File: src/rtl/plic_cfg_sequencer_pkg.sv
// Shared PLIC definitions: register offsets, AXI response codes and the
// configuration-sequencer state encoding.
package plic_cfg_sequencer_pkg;

  localparam logic [31:0] PLIC_PRIO_OFS   = 32'h0000_0000;
  localparam logic [31:0] PLIC_ENABLE_OFS = 32'h0000_2000;
  localparam logic [31:0] PLIC_THRESH_OFS = 32'h0020_0000;

  localparam logic [1:0]  AXI_RESP_OKAY   = 2'b00;
  localparam logic [2:0]  AXI_PROT_DATA   = 3'b000;
  localparam logic [3:0]  AXI_STRB_FULL   = 4'hF;

  // Wide enough for index NUM_SRC+1 with NUM_SRC up to 32.
  localparam int unsigned IDX_W = 6;

  typedef enum logic [1:0] {
    ST_IDLE,
    ST_ISSUE,
    ST_RESP
  } state_e;

  typedef struct packed {
    logic [31:0] addr;
    logic [31:0] data;
  } wr_beat_t;

  function automatic logic [31:0] prio_addr(input logic [31:0]      base,
                                            input logic [IDX_W-1:0] idx);
    return base + PLIC_PRIO_OFS + {24'b0, idx, 2'b00};
  endfunction

endpackage

File: src/rtl/plic_cfg_sequencer_if.sv
// AXI4-Lite write-only channel bundle used by the PLIC configuration sequencer.
interface plic_cfg_sequencer_if;

  logic [31:0] awaddr;
  logic [2:0]  awprot;
  logic        awvalid;
  logic        awready;

  logic [31:0] wdata;
  logic [3:0]  wstrb;
  logic        wvalid;
  logic        wready;

  logic [1:0]  bresp;
  logic        bvalid;
  logic        bready;

  modport master (
    output awaddr, awprot, awvalid, wdata, wstrb, wvalid, bready,
    input  awready, wready, bresp, bvalid
  );

  modport slave (
    input  awaddr, awprot, awvalid, wdata, wstrb, wvalid, bready,
    output awready, wready, bresp, bvalid
  );

endinterface

File: src/rtl/plic_cfg_sequencer.sv
// Walks a fixed list of PLIC register writes (source priorities, context-0
// enable word, context-0 threshold) over AXI4-Lite, one write outstanding.
module plic_cfg_sequencer
  import plic_cfg_sequencer_pkg::*;
#(
  parameter int unsigned NUM_SRC   = 32,
  parameter logic [31:0] PLIC_BASE = 32'h0C00_0000
) (
  input  logic                 clk_i,
  input  logic                 rst_i,
  input  logic                 start_i,
  input  logic [NUM_SRC-1:0]   en_mask_i,
  input  logic [2:0]           prio_i,
  input  logic [2:0]           thresh_i,
  output logic                 busy_o,
  output logic                 done_o,
  output logic                 err_o,
  plic_cfg_sequencer_if.master m_axi
);

  localparam logic [IDX_W-1:0] IDX_FIRST = IDX_W'(1);
  localparam logic [IDX_W-1:0] IDX_EN    = IDX_W'(NUM_SRC);
  localparam logic [IDX_W-1:0] IDX_TH    = IDX_W'(NUM_SRC + 1);

  state_e             state_q, state_d;
  logic [IDX_W-1:0]   idx_q,   idx_d;
  logic [NUM_SRC-1:0] mask_q,  mask_d;
  logic [2:0]         prio_q,  prio_d;
  logic [2:0]         thresh_q, thresh_d;
  logic               awv_q,   awv_d;
  logic               wv_q,    wv_d;
  logic               done_q,  done_d;
  logic               err_q,   err_d;

  logic               aw_ok, w_ok;
  logic [63:0]        mask_ext;
  wr_beat_t           beat;

  // Address/data are pure functions of the latched config and index, so
  // they hold steady for as long as the index does (i.e. while valid is up).
  always_comb begin
    mask_ext  = 64'(mask_q);
    beat.addr = prio_addr(PLIC_BASE, idx_q);
    beat.data = {29'b0, mask_ext[idx_q] ? prio_q : 3'b000};
    if (idx_q == IDX_EN) begin
      beat.addr = PLIC_BASE + PLIC_ENABLE_OFS;
      beat.data = 32'(mask_q) & ~32'h1;
    end else if (idx_q == IDX_TH) begin
      beat.addr = PLIC_BASE + PLIC_THRESH_OFS;
      beat.data = {29'b0, thresh_q};
    end
  end

  // A channel counts as finished once its valid has already dropped, or
  // when it is handshaking this cycle.
  assign aw_ok = !awv_q || m_axi.awready;
  assign w_ok  = !wv_q  || m_axi.wready;

  always_comb begin
    state_d  = state_q;
    idx_d    = idx_q;
    mask_d   = mask_q;
    prio_d   = prio_q;
    thresh_d = thresh_q;
    awv_d    = awv_q;
    wv_d     = wv_q;
    done_d   = 1'b0;
    err_d    = err_q;

    unique case (state_q)
      ST_IDLE: begin
        if (start_i) begin
          mask_d   = en_mask_i;
          prio_d   = prio_i;
          thresh_d = thresh_i;
          err_d    = 1'b0;
          idx_d    = IDX_FIRST;
          awv_d    = 1'b1;
          wv_d     = 1'b1;
          state_d  = ST_ISSUE;
        end
      end

      ST_ISSUE: begin
        if (awv_q && m_axi.awready) awv_d = 1'b0;
        if (wv_q  && m_axi.wready)  wv_d  = 1'b0;
        if (aw_ok && w_ok)          state_d = ST_RESP;
      end

      ST_RESP: begin
        if (m_axi.bvalid) begin
          if (m_axi.bresp != AXI_RESP_OKAY || idx_q == IDX_TH) begin
            err_d   = (m_axi.bresp != AXI_RESP_OKAY);
            done_d  = 1'b1;
            idx_d   = '0;
            state_d = ST_IDLE;
          end else begin
            idx_d   = idx_q + IDX_W'(1);
            awv_d   = 1'b1;
            wv_d    = 1'b1;
            state_d = ST_ISSUE;
          end
        end
      end

      default: begin
        state_d = ST_IDLE;
        idx_d   = '0;
        awv_d   = 1'b0;
        wv_d    = 1'b0;
      end
    endcase
  end

  always_ff @(posedge clk_i or posedge rst_i) begin
    if (rst_i) begin
      state_q  <= ST_IDLE;
      idx_q    <= '0;
      mask_q   <= '0;
      prio_q   <= '0;
      thresh_q <= '0;
      awv_q    <= 1'b0;
      wv_q     <= 1'b0;
      done_q   <= 1'b0;
      err_q    <= 1'b0;
    end else begin
      state_q  <= state_d;
      idx_q    <= idx_d;
      mask_q   <= mask_d;
      prio_q   <= prio_d;
      thresh_q <= thresh_d;
      awv_q    <= awv_d;
      wv_q     <= wv_d;
      done_q   <= done_d;
      err_q    <= err_d;
    end
  end

  assign busy_o = (state_q != ST_IDLE);
  assign done_o = done_q;
  assign err_o  = err_q;

  assign m_axi.awaddr  = beat.addr;
  assign m_axi.awprot  = AXI_PROT_DATA;
  assign m_axi.awvalid = awv_q;
  assign m_axi.wdata   = beat.data;
  assign m_axi.wstrb   = AXI_STRB_FULL;
  assign m_axi.wvalid  = wv_q;
  assign m_axi.bready  = (state_q == ST_RESP);

endmodule

File: src/flat_wrapper.sv
// flat-port wrapper written by rule: the top's interface ports become plain ports
module plic_cfg_sequencer_flat import plic_cfg_sequencer_pkg::*;
#(
  parameter int unsigned NUM_SRC   = 32,
  parameter logic [31:0] PLIC_BASE = 32'h0C00_0000
)
  (clk_i, rst_i, start_i, en_mask_i, prio_i, thresh_i, busy_o, done_o, err_o, m_axi_awaddr, m_axi_awprot, m_axi_awvalid, m_axi_wdata, m_axi_wstrb, m_axi_wvalid, m_axi_bready, m_axi_awready, m_axi_wready, m_axi_bresp, m_axi_bvalid);
  plic_cfg_sequencer_if m_axi_i ();
  input  logic clk_i;
  input  logic rst_i;
  input  logic start_i;
  input  logic [NUM_SRC-1:0] en_mask_i;
  input  logic [2:0] prio_i;
  input  logic [2:0] thresh_i;
  output logic busy_o;
  output logic done_o;
  output logic err_o;
  output wire logic [$bits(m_axi_i.awaddr)-1:0] m_axi_awaddr;
  output wire logic [$bits(m_axi_i.awprot)-1:0] m_axi_awprot;
  output wire logic [$bits(m_axi_i.awvalid)-1:0] m_axi_awvalid;
  output wire logic [$bits(m_axi_i.wdata)-1:0] m_axi_wdata;
  output wire logic [$bits(m_axi_i.wstrb)-1:0] m_axi_wstrb;
  output wire logic [$bits(m_axi_i.wvalid)-1:0] m_axi_wvalid;
  output wire logic [$bits(m_axi_i.bready)-1:0] m_axi_bready;
  input wire logic [$bits(m_axi_i.awready)-1:0] m_axi_awready;
  input wire logic [$bits(m_axi_i.wready)-1:0] m_axi_wready;
  input wire logic [$bits(m_axi_i.bresp)-1:0] m_axi_bresp;
  input wire logic [$bits(m_axi_i.bvalid)-1:0] m_axi_bvalid;
  assign m_axi_awaddr = m_axi_i.awaddr;
  assign m_axi_awprot = m_axi_i.awprot;
  assign m_axi_awvalid = m_axi_i.awvalid;
  assign m_axi_wdata = m_axi_i.wdata;
  assign m_axi_wstrb = m_axi_i.wstrb;
  assign m_axi_wvalid = m_axi_i.wvalid;
  assign m_axi_bready = m_axi_i.bready;
  assign m_axi_i.awready = m_axi_awready;
  assign m_axi_i.wready = m_axi_wready;
  assign m_axi_i.bresp = m_axi_bresp;
  assign m_axi_i.bvalid = m_axi_bvalid;
  plic_cfg_sequencer #(.NUM_SRC(NUM_SRC), .PLIC_BASE(PLIC_BASE)) u_core (.clk_i(clk_i), .rst_i(rst_i), .start_i(start_i), .en_mask_i(en_mask_i), .prio_i(prio_i), .thresh_i(thresh_i), .busy_o(busy_o), .done_o(done_o), .err_o(err_o), .m_axi(m_axi_i));
endmodule
File: config.mk
export PLATFORM = sky130hd
export DESIGN_NAME = plic_cfg_sequencer_flat
export DESIGN_NICKNAME = d
export VERILOG_FILES = /design/src/rtl/plic_cfg_sequencer_pkg.sv /design/src/rtl/plic_cfg_sequencer_if.sv /design/src/rtl/plic_cfg_sequencer.sv /design/src/flat_wrapper.sv
export SDC_FILE = /design/constraint.sdc
export NUM_CORES = 1
export LEC_CHECK = 0
export ABC_AREA = 0
export ABC_CLOCK_PERIOD_IN_PS = 3000
export CAP_MARGIN = 15
export CORE_ASPECT_RATIO = 1.2
export CORE_MARGIN = 4
export CORE_UTILIZATION = 48
export CTS_BUF_LIST = sky130_fd_sc_hd__clkbuf_4
export DETAILED_ROUTE_END_ITERATION = 8
export PLACE_DENSITY = 0.95
export RECOVER_POWER = 50
export SLEW_MARGIN = 20
export SYNTH_ARGS = -nofsm -noshare
export SYNTH_HDL_FRONTEND = slang
export SYNTH_SLANG_ARGS = --single-unit
File: constraint.sdc
create_clock -name clk_i -period 3 [get_ports clk_i]
set_input_delay 0.6 -clock clk_i [delete_from_list [all_inputs] [get_ports clk_i]]
set_output_delay 0.6 -clock clk_i [all_outputs]
set_load 0.02 [all_outputs]
Yosys cells after proc, flatten, opt, wreduce, memory -nomap -nowiden

Cells that the tools add are included.

Memories kept: 0
RAM bits: 0
Word-level logic and storage cells: 70
Input bits: 46
Flip-flop bits (word level): 50
Latch bits: 0
Output and inout bits: 77
Memory bits (read-only): 0

Divide/modulo/power cells: 0
Shifts and indexed selects: 0
Reduce and logical (&&, ||, !) cells: 18
Equal/unequal tests: 11
Bitwise operators: 1
Order comparisons: 1
$mul: 0
Mux-type cells: 28
Add/subtract/negate cells: 2

Operators with widths:

| kind                    | count |
|---|---|
| $mux W64                | 2 |
| $add A28 B8 Y29 const A | 1 |
| $mux W6                 | 3 |
| $pmux W6 S3             | 1 |
| $mux W1                 | 13 |
| $eq A6 B6 Y1 const B    | 2 |
| $reduce_and A4 Y1       | 3 |
| $ne A2 B1 Y1 const B    | 5 |
| $lt A6 B7 Y1 const B    | 1 |
| $add A6 B1 Y6 const B   | 1 |
| $bmux W1 S6             | 1 |
| $mux W2                 | 3 |
| $pmux W1 S3             | 2 |
| $pmux W2 S3             | 1 |
| $reduce_and A3 Y1       | 2 |
| $reduce_bool A2 Y1      | 3 |
| $ne A2 B2 Y1 const B    | 2 |
| $logic_and A1 B1 Y1     | 3 |
| $logic_or A1 B1 Y1      | 3 |
| $mux W3                 | 1 |
| $eq A2 B1 Y1 const B    | 1 |
| $eq A2 B2 Y1 const B    | 1 |
| $logic_not A1 Y1        | 2 |
| $logic_not A2 Y1        | 1 |
| 3 further kinds         | 3 |

Depth between registers and ports, before layout

Depth in word-level cells: 5
Gate-level depth with buffers: 7
Depth with buffers taken out: 6

Worst setup path after synthesis

OpenSTA, ideal clock, no wires.

Path kind: reg-to-output
Start point: register u_core.idx_q[1]
End point: output m_axi_wdata[0]
Path slack: 362 ps
Data required time: 2400 ps
Path buffers: 1
Data arrival time: 2038 ps
Stages on the path, launching flop included: 6
Cells stage by stage: dfrtp_1 -> buf_6 -> mux2i_1 -> mux4_2 -> a221o_1 -> o31ai_1

Word-level cells in the longest chain between the ends: 5
Elaborated cells between the ends (all ways): 7
Classes of those cells: eq/ne: 2; mux: 5

Ends and longest elaborated chain:

| element                       | line                      | RTL |
|---|---|---|
| from (decl)                   | plic_cfg_sequencer.sv:26  | `logic [IDX_W-1:0] idx_q, idx_d;` |
| from (signal assigned)        | plic_cfg_sequencer.sv:128 | `idx_q <= idx_d;` |
| $bmux W1 S6                   | plic_cfg_sequencer.sv:44  | `beat.data = {29'b0, mask_ext[idx_q] ? prio_q : 3'b000};` |
| $mux W1 (not written as such) | plic_cfg_sequencer.sv:44  |  |
| $mux W3                       | plic_cfg_sequencer.sv:44  |  |
| $mux W64                      | plic_cfg_sequencer.sv:48  | `end else if (idx_q == IDX_TH) begin` |
| $mux W64 (*)                  | plic_cfg_sequencer.sv:45  | `if (idx_q == IDX_EN) begin` |
| to (decl)                     | flat_wrapper.sv:21        | `output wire logic [$bits(m_axi_i.wdata)-1:0] m_axi_wdata;` |

Mark *: on every way between the ends. The rest lies on a longest branch, timed or not. The select of a mux whose other input is x is not followed.

Worst setup path after layout

Ends and elaborated chain as after synthesis.

==> out/results.ini <==
[yosys]
ys_ff_latch=50
synth.largest_area_cell=dfrtp_1
synthCells=338
yosysUniqueCellTypes=41
yosysWarnings=0
synth.top_cell.area_share=0.428
synthesis.area_mm2=0.00292
postSynthAreaPerCell_um2=8.65
synth.area.top_cells=dfrtp_1, nand2_1, buf_4
ys_seq_area_frac=0.428

[worst_hold_path]
hold_class=flop to flop

[clocking]
cts_tree=built
h-tree-depth=2
cts_setup_buffers=0
cts_root_buffer=clkbuf_4
numCtsBuffers=5
clock_path_buffers=2
cts_sinks=50
hold_buffers=0
path_clk_slew_ns=0.16
worst_skew_pair.late_latency_ns=0.38

[timing]
hold_ws_ns=0.503
period_needed_ns=2.96
tightest_slew_ns=0.914
fmax_mhz=337
finalHoldViolCount=0
slew_headroom=0.391
drv_slew=0
skew_ns=0.0231
setup_tns_ns=0
setup_viol=0
rsz0062_at_grt=yes
period_share=0.988

[detailed_routing]
drc=0
vias=2549
first_iter_violations=129
ant_nets=0
wl_per_cell_um=14.7
routed_wl_um=7470
vias_per_cell=5.03
drt_first_pass_iters=6

[place]
portBuffers=91
place_congestion=0.871
hpwlAfterDp_um=5720

[floorplanning]
die-area_mm2=0.00741
die_h_um=93.5
rows=30
start_util=0.506
die_w_um=79.2
io_pins=123
coreArea_mm2=0.00578

[job]
max_cap_viol_count=0

[power]
ir_worst_vdd_mv=0.348
p_per_area_mw_per_mm2=741
cellLeakagePower_nw=2.07

[critical_path]
path_class=flop to output port
required_ns=2.40
critPathMaxFanout=6
endpoint_kind=output port
startpoint_type=flop
arrival_ns=2.36

[final_layout]
syn2layout_area_growth_pct=32.8
drive_gt1_frac=0.0773
nets=476
final_util=0.672
nFillCells=517
num_antenna_cells=0

[grt]
met3_usage=0.0443
antenna_found_initial=0
grt_busiest_layer=met2
grtUsageMet2=0.362
use_met1=0.249
grt_pass1_vias=2543
grt_pass1_wl_um=12100
grt_overflow=0
grt_max_degree=44
grtUsageTotal=0.205

[run_status]
status=completed

## synth_stat cells, drive strengths merged
cell,count
o31ai,3
o2bb2ai,1
clkbuf,17
dfrtp,50
nand3,2
mux4,5
nand2,111
mux2i,14
a22o,2
and3b,1
o22ai,4
and3,2
a22oi,2
nor2,9
a222oi,2
a31oi,1
nor2b,2
buf,34
inv,10
a21boi,1
a221o,1
nor3,1
xnor2,3
or2,1
a21o,3
o31a,1
o2111ai,1
xor2,1
or3b,2
and2,30
a21oi,1
nand2b,3
nor3b,4
a211oi,1
o21ai,6
ha,3
o21a,1
conb,2
## cell families after synthesis
group | Yosys count | synth area share
muxes | 19 | 0.0865
AOI/OAI and AO/OA | 31 | 0.0762
xor gates and xnor gates | 4 | 0.0120
and+or+nand+nor | 168 | 0.260
other | 2 | 0.00257
DFF | 50 | 0.428
buffers and inverters | 61 | 0.122
adders and majority gates | 3 | 0.0128
## through the flow
stage	setup WS, ns	cells	instance area [um2]	power, mW
finish	0.0363	507	3880	2.88
global placement	0.0378	500	3850	2.46
detailed placement	-0.0120	500	3850	2.54
CTS	0.00389	507	3880	2.88
global route	-0.0470	507	3880	3.08
floorplan	0.362	367	3030	2.08
## path summary, 6_finish.rpt
kind | startpoint | to | slack [ns] | cells past startpoint
worst max-delay path | u_core.idx_q[1] | m_axi_wdata[0] | 0.04 | 5
worst min-delay path | u_core.thresh_q[0] | u_core.thresh_q[0] | 0.50 | 2
worst max register to register | u_core.state_q[0] | u_core.idx_q[2] | 0.85 | 5
worst min register to register | u_core.thresh_q[0] | u_core.thresh_q[0] | 0.50 | 2
max in group asynchronous | rst_i | u_core.mask_q[6] | 0.95 | 3
min in group asynchronous | rst_i | u_core.mask_q[0] | 0.77 | 2
## worst max-delay path, stage by stage, from the launching register on
cell	delay (ns)
dfrtp_2	0.50
mux2i_1	0.14
mux4_2	0.48
a221o_1	0.38
o31ai_1	0.27
buf_2	0.22
## cell usage in the layout, fill, tap and decap left out, drive strengths merged, types with 4 or more instances in the layout
master / synthesis / final
clkdlybuf4s50: 0 / 54
clkbuf: 17 / 8
and2: 30 / 30
dfrtp: 50 / 50
mux2i: 14 / 14
mux4: 5 / 5
nor3b: 4 / 4
o21ai: 6 / 6
nor2: 9 / 9
buf: 34 / 13
dlymetal6s2s: 0 / 5
dlygate4sd2: 0 / 27
nand2: 111 / 111
o22ai: 4 / 4
inv: 10 / 10
conb: 2 / 31
## layout make-up
type	count	area [um2]	area share
Clock buffer	5	37.5	0.00967
Multi-Input combinational cell	256	1430	0.369
Clock inverter	2	33.8	0.00870
Timing Repair Buffer	104	987	0.254
Inverter	10	37.5	0.00967
Tap cell	80	100	0.0258
Sequential cell	50	1250	0.323
## registers in the layout (all words and copies together), names as in the netlist, 2 cells and up
signal and flops:
u_core.mask_q 32, u_core.idx_q 6, u_core.prio_q 3, u_core.thresh_q 3
u_core.state_q 2
## routing by layer
metal,vias up,share of wire
met5,-,0
met4,0,0.0086
met3,8,0.065
met2,95,0.53
met1,1243,0.40
li1,1203,-
## report_power, final
group / switching [mW] / leakage, nW / internal, mW
Combinational: 0.691 / 1.41 / 0.576
Sequential: 0.261 / 0.623 / 0.966
Clock: 0.214 / 0.0387 / 0.169
Total: 1.17 / 2.07 / 1.71
## repair_timing
item	in CTS	in global routing
resized for setup	46	6
pin swaps	0	1
setup endpoints to repair	37	10
Power figures use the tool's default switching activity.
